[config.mk]
export PLATFORM = sky130hd
export DESIGN_NAME = if_id_queue
export DESIGN_NICKNAME = d
export VERILOG_FILES = /design/src/rtl/if_id_queue.sv
export SDC_FILE = /design/constraint.sdc
export NUM_CORES = 1
export LEC_CHECK = 0
export CORE_ASPECT_RATIO = 0.8
export CORE_MARGIN = 4
export CORE_UTILIZATION = 55
export CTS_CLUSTER_DIAMETER = 40
export CTS_CLUSTER_SIZE = 30
export DETAILED_ROUTE_END_ITERATION = 7
export PLACE_DENSITY = 0.8
export SYNTH_ARGS = -nofsm -noshare
export SYNTH_HDL_FRONTEND = slang
export SYNTH_SLANG_ARGS = --single-unit
[constraint.sdc]
create_clock -name clk -period 10.75 [get_ports clk]
set_input_delay 1.6125 -clock clk [delete_from_list [all_inputs] [get_ports clk]]
set_output_delay 1.6125 -clock clk [all_outputs]
set_load 0.1 [all_outputs]
[src/rtl/if_id_queue.sv]
// Fetch-to-decode instruction queue: a DEPTH-entry FIFO of {inst, pc, pc_plus_4}
// triples with flush, one-cycle latency and zeroed (NOP) outputs when empty.
module if_id_queue #(
    parameter int WIDTH = 32,
    parameter int DEPTH = 4
) (
    input  logic                       clk,
    input  logic                       rst,
    input  logic                       flush,
    input  logic                       in_valid,
    output logic                       in_ready,
    input  logic [WIDTH-1:0]           in_inst,
    input  logic [WIDTH-1:0]           in_pc,
    input  logic [WIDTH-1:0]           in_pc_plus_4,
    output logic                       out_valid,
    input  logic                       out_ready,
    output logic [WIDTH-1:0]           out_inst,
    output logic [WIDTH-1:0]           out_pc,
    output logic [WIDTH-1:0]           out_pc_plus_4,
    output logic [$clog2(DEPTH):0]     count
);

    localparam int AW = $clog2(DEPTH);
    localparam int CW = AW + 1;

    logic [WIDTH-1:0] inst_mem [DEPTH];
    logic [WIDTH-1:0] pc_mem   [DEPTH];
    logic [WIDTH-1:0] pc4_mem  [DEPTH];

    logic [AW-1:0] wr_ptr_reg;
    logic [AW-1:0] rd_ptr_reg;
    logic [CW-1:0] count_reg;
    logic          push;
    logic          pop;

    // No pass-through when full: in_ready looks only at occupancy.
    assign in_ready  = (count_reg != CW'(DEPTH));
    assign out_valid = (count_reg != '0);
    assign push      = in_valid && in_ready && !flush;
    assign pop       = out_valid && out_ready && !flush;
    assign count     = count_reg;

    // Storage carries no reset; visible zeros come from out_valid gating.
    always_ff @(posedge clk) begin
        if (push) begin
            inst_mem[wr_ptr_reg] <= in_inst;
            pc_mem[wr_ptr_reg]   <= in_pc;
            pc4_mem[wr_ptr_reg]  <= in_pc_plus_4;
        end
    end

    always_ff @(posedge clk or negedge rst) begin
        if (!rst) begin
            wr_ptr_reg <= '0;
            rd_ptr_reg <= '0;
            count_reg  <= '0;
        end else if (flush) begin
            wr_ptr_reg <= '0;
            rd_ptr_reg <= '0;
            count_reg  <= '0;
        end else begin
            if (push) begin
                wr_ptr_reg <= wr_ptr_reg + 1'b1;
            end
            if (pop) begin
                rd_ptr_reg <= rd_ptr_reg + 1'b1;
            end
            if (push && !pop) begin
                count_reg <= count_reg + 1'b1;
            end else if (pop && !push) begin
                count_reg <= count_reg - 1'b1;
            end
        end
    end

    always_comb begin
        out_inst      = '0;
        out_pc        = '0;
        out_pc_plus_4 = '0;
        if (out_valid) begin
            out_inst      = inst_mem[rd_ptr_reg];
            out_pc        = pc_mem[rd_ptr_reg];
            out_pc_plus_4 = pc4_mem[rd_ptr_reg];
        end
    end

endmodule

### Word-level counts from Yosys, hierarchy flattened

Memory sizes are Yosys's and may differ from the RTL's.
Index checks and enable logic that the tools add are counted.

| cells by class | value |
|---|---|
| $add $sub $neg | 4 |
| eq/ne operators | 1 |
| muxes and demuxes | 12 |
| reduce and logical (&&, ||, !) cells | 13 |

Operators by type and width:

| kind | number |
|---|---|
| $mux W32 | 3 |
| $mux W3 | 3 |
| $mux W2 | 4 |
| $logic_and A1 B1 Y1 | 6 |
| $reduce_bool A3 Y1 | 2 |
| $add A2 B1 Y2 const B | 2 |
| $reduce_bool A2 Y1 | 2 |
| $add A3 B1 Y3 const B | 1 |
| $logic_not A1 Y1 | 3 |
| $ne A3 B3 Y1 const B | 1 |
| $sub A3 B1 Y3 const B | 1 |
| $mux W1 | 2 |

| word-level totals | value |
|---|---|
| register bits | 7 |
| bits in writable memories | 384 |
| input bits | 101 |
| output and inout port bits | 101 |
| word-level logic and storage cells | 36 |
| memories kept | 3 |

Memories:

| name | words | width | rd ports | clocked after Yosys merged registers in | wr ports | RTL line | RTL |
|---|---|---|---|---|---|---|---|
| inst_mem | 4 | 32 | 1 | 0 | 1 | 26 | `logic [WIDTH-1:0] inst_mem [DEPTH];` |
| pc4_mem | 4 | 32 | 1 | 0 | 1 | 28 | `logic [WIDTH-1:0] pc4_mem [DEPTH];` |
| pc_mem | 4 | 32 | 1 | 0 | 1 | 27 | `logic [WIDTH-1:0] pc_mem [DEPTH];` |

### Longest topological paths before layout

Gate-level depths: netlist of the first run.

| depth | value |
|---|---|
| word-level depth | 8 |
| depth in mapped cells | 7 |
| depth with buffers taken out | 6 |

### Worst setup path before layout of the first run

OpenSTA, ideal clock, no wires.

| timing path | value |
|---|---|
| kind | register -> output |
| start point | register count_reg[0], in the netlist count[0] |
| end point | output port out_inst[22] |
| arrival | 3.323 ns |
| required time | 9.137 ns |
| slack | 5.815 ns |
| stages on the path, launching flop included | 6 |
| cell sequence | dfrtp_1 > buf_2 > or3_1 > buf_2 > clkbuf_1 > and2_1 |

| on the way | value |
|---|---|
| word-level cells in the longest chain between the ends | 2 |

Ends and longest elaborated chain:

| element | RTL line | RTL |
|---|---|---|
| start, declared | 32 | `logic [CW-1:0] count_reg;` |
| start signal, assigned | 69 | `count_reg <= count_reg + 1'b1;` |
| start signal, assigned | 71 | `count_reg <= count_reg - 1'b1;` |
| $reduce_bool A3 Y1 | 38 | `assign out_valid = (count_reg != '0);` |
| named net out_valid | 15 | `output logic out_valid,` |
| $mux W32 | 80 | `if (out_valid) begin` |
| end, declared | 17 | `output logic [WIDTH-1:0] out_inst,` |

The timed path passes the listed nets, and every way through them passes these cells.

### Final worst setup path of the first run

| timing path | value |
|---|---|
| start point | register rd_ptr_reg[1] |
| end point | output port out_inst[2] |

| on the way | value |
|---|---|
| word-level cells in the longest chain between the ends | 2 |

Ends and longest elaborated chain:

| element | RTL line | RTL |
|---|---|---|
| start, declared | 31 | `logic [AW-1:0] rd_ptr_reg;` |
| start signal, assigned | 66 | `rd_ptr_reg <= rd_ptr_reg + 1'b1;` |
| $mem_v2 Z4 W32 | -- |  |
| $mux W32 | 80 |  |

Every way passes these cells.

==> results.json, run 1 <==
{
  "status": "completed",
  "clockBufferDepth": 3,
  "post-route-period-util_pct": 50.5,
  "cts_root_buffer": "clkbuf_16",
  "cts_tree": "done",
  "clk_pin_slew_ns": 0.07,
  "critPathCaptureType": "primary output",
  "first_iter_violations": 581,
  "yosysTopAreaCell": "edfxtp_1",
  "hold_start": "wr_ptr_reg[1]$_DFFE_PN0P_",
  "ctsResizeCount": 0,
  "clkLatencyLatePin_ns": 0.53,
  "rsz0062_at_grt": "false",
  "worstReg2RegEnd": "pc4_mem[1][6]$_DFFE_PP_",
  "core_sq_um": 26600,
  "synthFlopType": "edfxtp_1",
  "hold_class": "flop to flop",
  "synth_seq_area_share_pct": 77.9,
  "critPathRequiredTime_ns": 9.14,
  "cap_violations": 0,
  "wl_per_cell_um": 22.6,
  "synthToLayoutAreaGrowth_pct": 24.5,
  "finalWeightedCongestion": 0.699,
  "hold_depth": 2,
  "final_nets": 990,
  "drt_wl_total_um": 28800,
  "fin_cells": 1271,
  "num_antenna_cells": 0,
  "reg.largest.list": "inst_mem (128), pc4_mem (128), pc_mem (128)",
  "firstDrtPassIters": 5,
  "synthArstFlopShare_pct": 1.79,
  "ff2ff_setup_slack_ns": 7.70,
  "cts-buffers-inserted": 40,
  "synth_commonest_cells": "384 x edfxtp_1, 100 x and2_1, 96 x mux4_2",
  "grt_use_met3_pct": 5.91,
  "setup_viol": 0,
  "fin_crit_ns": 5.43,
  "rr_worst_depth": 4,
  "hold_violations": 0,
  "clock_sinks": 391,
  "synth_cell_types": 31,
  "crit_path_max_fanout": 54,
  "syn_nets": 776,
  "crit_type": "flop to primary output",
  "postCtsSetupBuffers": 0,
  "place_ws_ns": 5.81,
  "synth_area_sq_um": 15000,
  "rows": 53,
  "synth-seq-cells": 391,
  "die_w_um": 193,
  "dieArea_sq_um": 30100,
  "start_util_pct": 56.5,
  "via_count": 7147,
  "cp.arrival_ns": 3.82,
  "finalSetupTns_ns": 0,
  "synth-edff-count": 384,
  "grt_max_degree": 82,
  "cts_hold_buffers": 0,
  "yosys_warnings": 0,
  "io_buffers": 201,
  "synth_cells": 670,
  "synth_top_area_share_pct": 76.7,
  "grt_first_pass_wirelength_um": 44700,
  "relSlewSlack_pct": 27.7,
  "use_met1_pct": 27.8,
  "grt.overflow.total": 0,
  "syn_area_per_cell_sq_um": 22.4,
  "r2r_start": "count[2]$_DFFE_PN0P_",
  "finalClockSkew_ns": 0.0191,
  "grt_pass1_vias": 7646,
  "ioPinCount": 202,
  "grt_use_total_pct": 19.6,
  "max_freq_mhz": 184,
  "cp-start-kind": "flop",
  "place.detailed.hpwl_um": 16800,
  "fillers": 1589,
  "synth_area_leaders": "edfxtp_1 77%, mux4_2 14%, and2_1 4.2%",
  "setup_ws_ns": 5.32,
  "antenna_found_initial": 0,
  "grt-busiest-layer": "met2",
  "min_to": "wr_ptr_reg[1]$_DFFE_PN0P_",
  "h-tree-depth": 2,
  "drv_slew": 0,
  "dp.cells": 1199,
  "global_route.usage.met2_pct": 31.1,
  "tightestPinTransition_ns": 1.08,
  "viasPerCell": 5.62,
  "antenna_left": 0,
  "die_y_um": 156,
  "drive_above_1_share_pct": 19.9,
  "post-route-drc-count": 0,
  "yosysMostFrequentCell": "edfxtp_1"
}
==> cell usage in the layout, fill, tap and decap left out, types with 2 or more instances in the layout <==
cell type        Yosys  layout
mux2i_1              2       2
mux4_2              96      96
xor2_1               2       2
and2_1             100      96
bufinv_16            0       3
mux2_2               2       2
clkbuf_16            0      41
clkinv_8             0       3
inv_6                0       5
clkinv_4             0       7
buf_4                0       8
clkinv_2             0       3
nor2_1               9       9
dfrtp_4              0       2
edfxtp_1           384     384
inv_8                0       2
inv_1                6       6
clkinvlp_4           0       3
clkinv_1             0       4
and2_4               0       4
clkdlybuf4s50_1      0     201
ha_1                 4       4
nand3b_1             2       2
nand3_1              2       2
o21ai_0              2       2
dfrtp_1              7       5
a21oi_1              2       2
==> final cells by class <==
| class | count | area, sq um | share of cell area (%) |
|---|---|---|---|
| flip-flops and latches | 391 | 11700 | 62.6 |
| multi-input cells | 236 | 3110 | 16.6 |
| repair buffers | 209 | 2070 | 11.1 |
| clock buffers | 42 | 1030 | 5.50 |
| well taps | 357 | 447 | 2.39 |
| clock inverters | 30 | 319 | 1.70 |
| inverters | 6 | 22.5 | 0.120 |
==> critical path, stage by stage, from the launching register on <==
cell	delay, ns
dfrtp_4	0.83
buf_4	0.75
mux4_2	0.34
and2_1	0.12
clkdlybuf4s50_1	1.19
==> cell families after synthesis <==
logic type	after synthesis	synth area share, %
flip-flops	391	77.9
AND/OR/NAND/NOR	118	4.79
multiplexers	100	14.7
buffers and inverters	43	1.51
AO/OA/AOI/OAI	11	0.583
adder cells (fa/ha/maj)	5	0.466
XOR/XNOR	2	0.117
==> worst max path at each step <==
stage	slack [ns]	endpoint	startpoint	cells after the start
after floorplan	5.81	out_inst[22]	count[0]$_DFFE_PN0P_	5
after global placement	5.85	out_pc_plus_4[31]	rd_ptr_reg[1]$_DFFE_PN0P_	4
after detailed placement	5.81	out_pc_plus_4[31]	rd_ptr_reg[1]$_DFFE_PN0P_	4
after CTS	5.25	out_pc_plus_4[31]	rd_ptr_reg[1]$_DFFE_PN0P_	4
after global routing	5.16	out_inst[2]	rd_ptr_reg[1]$_DFFE_PN0P_	4
final	5.32	out_inst[2]	rd_ptr_reg[1]$_DFFE_PN0P_	4
==> stage by stage <==
step	hold WS, ns	util, %	instance area, sq um
2_1_floorplan	0.557	-	15000
3_3_place_gp	0.585	65.3	17400
3_5_place_dp	0.606	65.3	17400
4_1_cts	0.615	70.4	18700
5_1_grt	0.674	70.4	18700
6_report	0.616	70.4	18700
==> metal layers <==
metal | vias up | part of all wire (%) | routed length (um)
li1 | 3174 | - | -
met1 | 3703 | 41 | 11700
met2 | 238 | 50 | 14300
met3 | 32 | 8.2 | 2350
met4 | 0 | 1.3 | 369
met5 | - | 0 | 0
Power of run 1 is left out: the tool's default activity adds up to more than one toggle a clock period on the data nets, which glitch-free logic cannot reach.
==> run 2, diff against run 1 <==
--- a/config.mk
+++ b/config.mk
@@ -7,11 +7,11 @@
 export LEC_CHECK = 0
 export CORE_ASPECT_RATIO = 0.8
 export CORE_MARGIN = 4
-export CORE_UTILIZATION = 55
+export CORE_UTILIZATION = 49
 export CTS_CLUSTER_DIAMETER = 40
 export CTS_CLUSTER_SIZE = 30
 export DETAILED_ROUTE_END_ITERATION = 7
-export PLACE_DENSITY = 0.8
+export PLACE_DENSITY = 0.75
 export SYNTH_ARGS = -nofsm -noshare
 export SYNTH_HDL_FRONTEND = slang
 export SYNTH_SLANG_ARGS = --single-unit
==> constraint.sdc (replaced) <==
create_clock -name clk -period 4.9 [get_ports clk]
set_input_delay 0.735 -clock clk [delete_from_list [all_inputs] [get_ports clk]]
set_output_delay 0.735 -clock clk [all_outputs]
set_load 0.1 [all_outputs]
==> results.json, run 2 (synthesized netlist as in run 1, its figures left out) <==
{
  "finalClockSkew_ns": 0.0120,
  "first_iter_violations": 531,
  "h-tree-depth": 2,
  "crit_path_max_fanout": 55,
  "design_area_sq_um": 18900,
  "postCtsSetupBuffers": 0,
  "drv_slew": 0,
  "cts_hold_buffers": 0,
  "grt_max_degree": 63,
  "antenna_found_initial": 1,
  "reg.largest.list": "inst_mem (128), pc4_mem (128), pc_mem (128)",
  "clkLatencyLatePin_ns": 0.52,
  "cts_root_buffer": "clkbuf_16",
  "drt_wl_total_um": 29500,
  "clk_pin_slew_ns": 0.06,
  "cts-buffers-inserted": 40,
  "clockBufferDepth": 3,
  "clock_sinks": 391,
  "cts_tree": "done",
  "synthToLayoutAreaGrowth_pct": 25.4,
  "drive_above_1_share_pct": 25.1,
  "tightestPinTransition_ns": 1.01,
  "cap_violations": 0,
  "fin_cells": 1332,
  "die_y_um": 165,
  "fin_crit_ns": 4.06,
  "rsz0062_at_grt": "false",
  "die_w_um": 204,
  "antenna_left": 0,
  "ctsResizeCount": 0,
  "via_count": 7193,
  "final_cell_mix": "384 x edfxtp_1, 157 x clkdlybuf4s50_1, 96 x mux4_2, 96 x and2_1, 52 x buf_4",
  "relSlewSlack_pct": 32.4,
  "post-route-period-util_pct": 82.8,
  "status": "completed",
  "finalWeightedCongestion": 0.727,
  "cp-start-kind": "flop",
  "firstDrtPassIters": 6,
  "cp.arrival_ns": 3.32,
  "num_antenna_cells": 0,
  "max_freq_mhz": 246,
  "wl_per_cell_um": 22.1,
  "grt.overflow.total": 0,
  "grt_pass1_vias": 7762,
  "hold_violations": 0,
  "crit_type": "flop to primary output",
  "final_nets": 995,
  "place.detailed.hpwl_um": 17100,
  "setup_viol": 0,
  "grt_first_pass_wirelength_um": 46000,
  "hold_class": "input pin to async pin",
  "postPlaceCellArea_sq_um": 17400,
  "post-route-drc-count": 0,
  "dieArea_sq_um": 33600,
  "grt_use_total_pct": 17.9,
  "io_buffers": 201,
  "start_util_pct": 49.6,
  "viasPerCell": 5.40,
  "ioPinCount": 202,
  "finalSetupTns_ns": 0,
  "critPathCaptureType": "primary output",
  "rows": 57,
  "final_common_cell": "edfxtp_1",
  "critPathRequiredTime_ns": 4.16,
  "core_sq_um": 30300,
  "dp.cells": 1260
}
[run 2: metal layers]
| layer | track usage [%] | share of wire [%] | vias up |
|---|---|---|---|
| met5 | 0 | 0.027 | - |
| met4 | 4.29 | 1.8 | 2 |
| met3 | 3.22 | 6.8 | 47 |
| met2 | 27.9 | 47 | 256 |
| met1 | 26.9 | 44 | 3720 |
| li1 | - | - | 3168 |
[run 2: through the flow]
stage | setup WS, ns | hold WS (ns) | util [%]
after floorplan | 0.590 | 0.439 | -
final | 0.841 | 0.487 | 62.2
after CTS | 0.814 | 0.470 | 62.2
after global routing | 0.644 | 0.500 | 62.2
after global placement | 1.45 | 0.586 | 57.5
after detailed placement | 1.37 | 0.592 | 57.5
[run 2: worst max-delay path: stages (launching register included)]
cell	delay, ns
dfrtp_1	0.53
or3_2	0.84
and2_1	0.27
clkdlybuf4s50_1	1.14
[run 2: layout make-up]
type / count / area (sq um)
Sequential cell: 391 / 11700
Fill cell: 2072 / 11500
Multi-Input combinational cell: 236 / 3110
Timing Repair Buffer: 214 / 2060
Clock buffer: 45 / 1040
Tap cell: 413 / 517
Clock inverter: 27 / 388
Inverter: 6 / 22.5
[run 2: worst paths after layout]
check	slack [ns]	start	cells after the start	to
max reg2reg	2.30	count[2]$_DFFE_PN0P_	4	inst_mem[0][17]$_DFFE_PP_
min in group clk	0.60	wr_ptr_reg[1]$_DFFE_PN0P_	2	wr_ptr_reg[1]$_DFFE_PN0P_
max in group asynchronous	4.12	rst	1	rd_ptr_reg[0]$_DFFE_PN0P_
min reg2reg	0.60	wr_ptr_reg[1]$_DFFE_PN0P_	2	wr_ptr_reg[1]$_DFFE_PN0P_
min	0.49	rst	1	count[1]$_DFFE_PN0P_
max	0.84	count[2]$_DFFE_PN0P_	3	out_pc[29]
Power of run 2 is left out for the same reason.
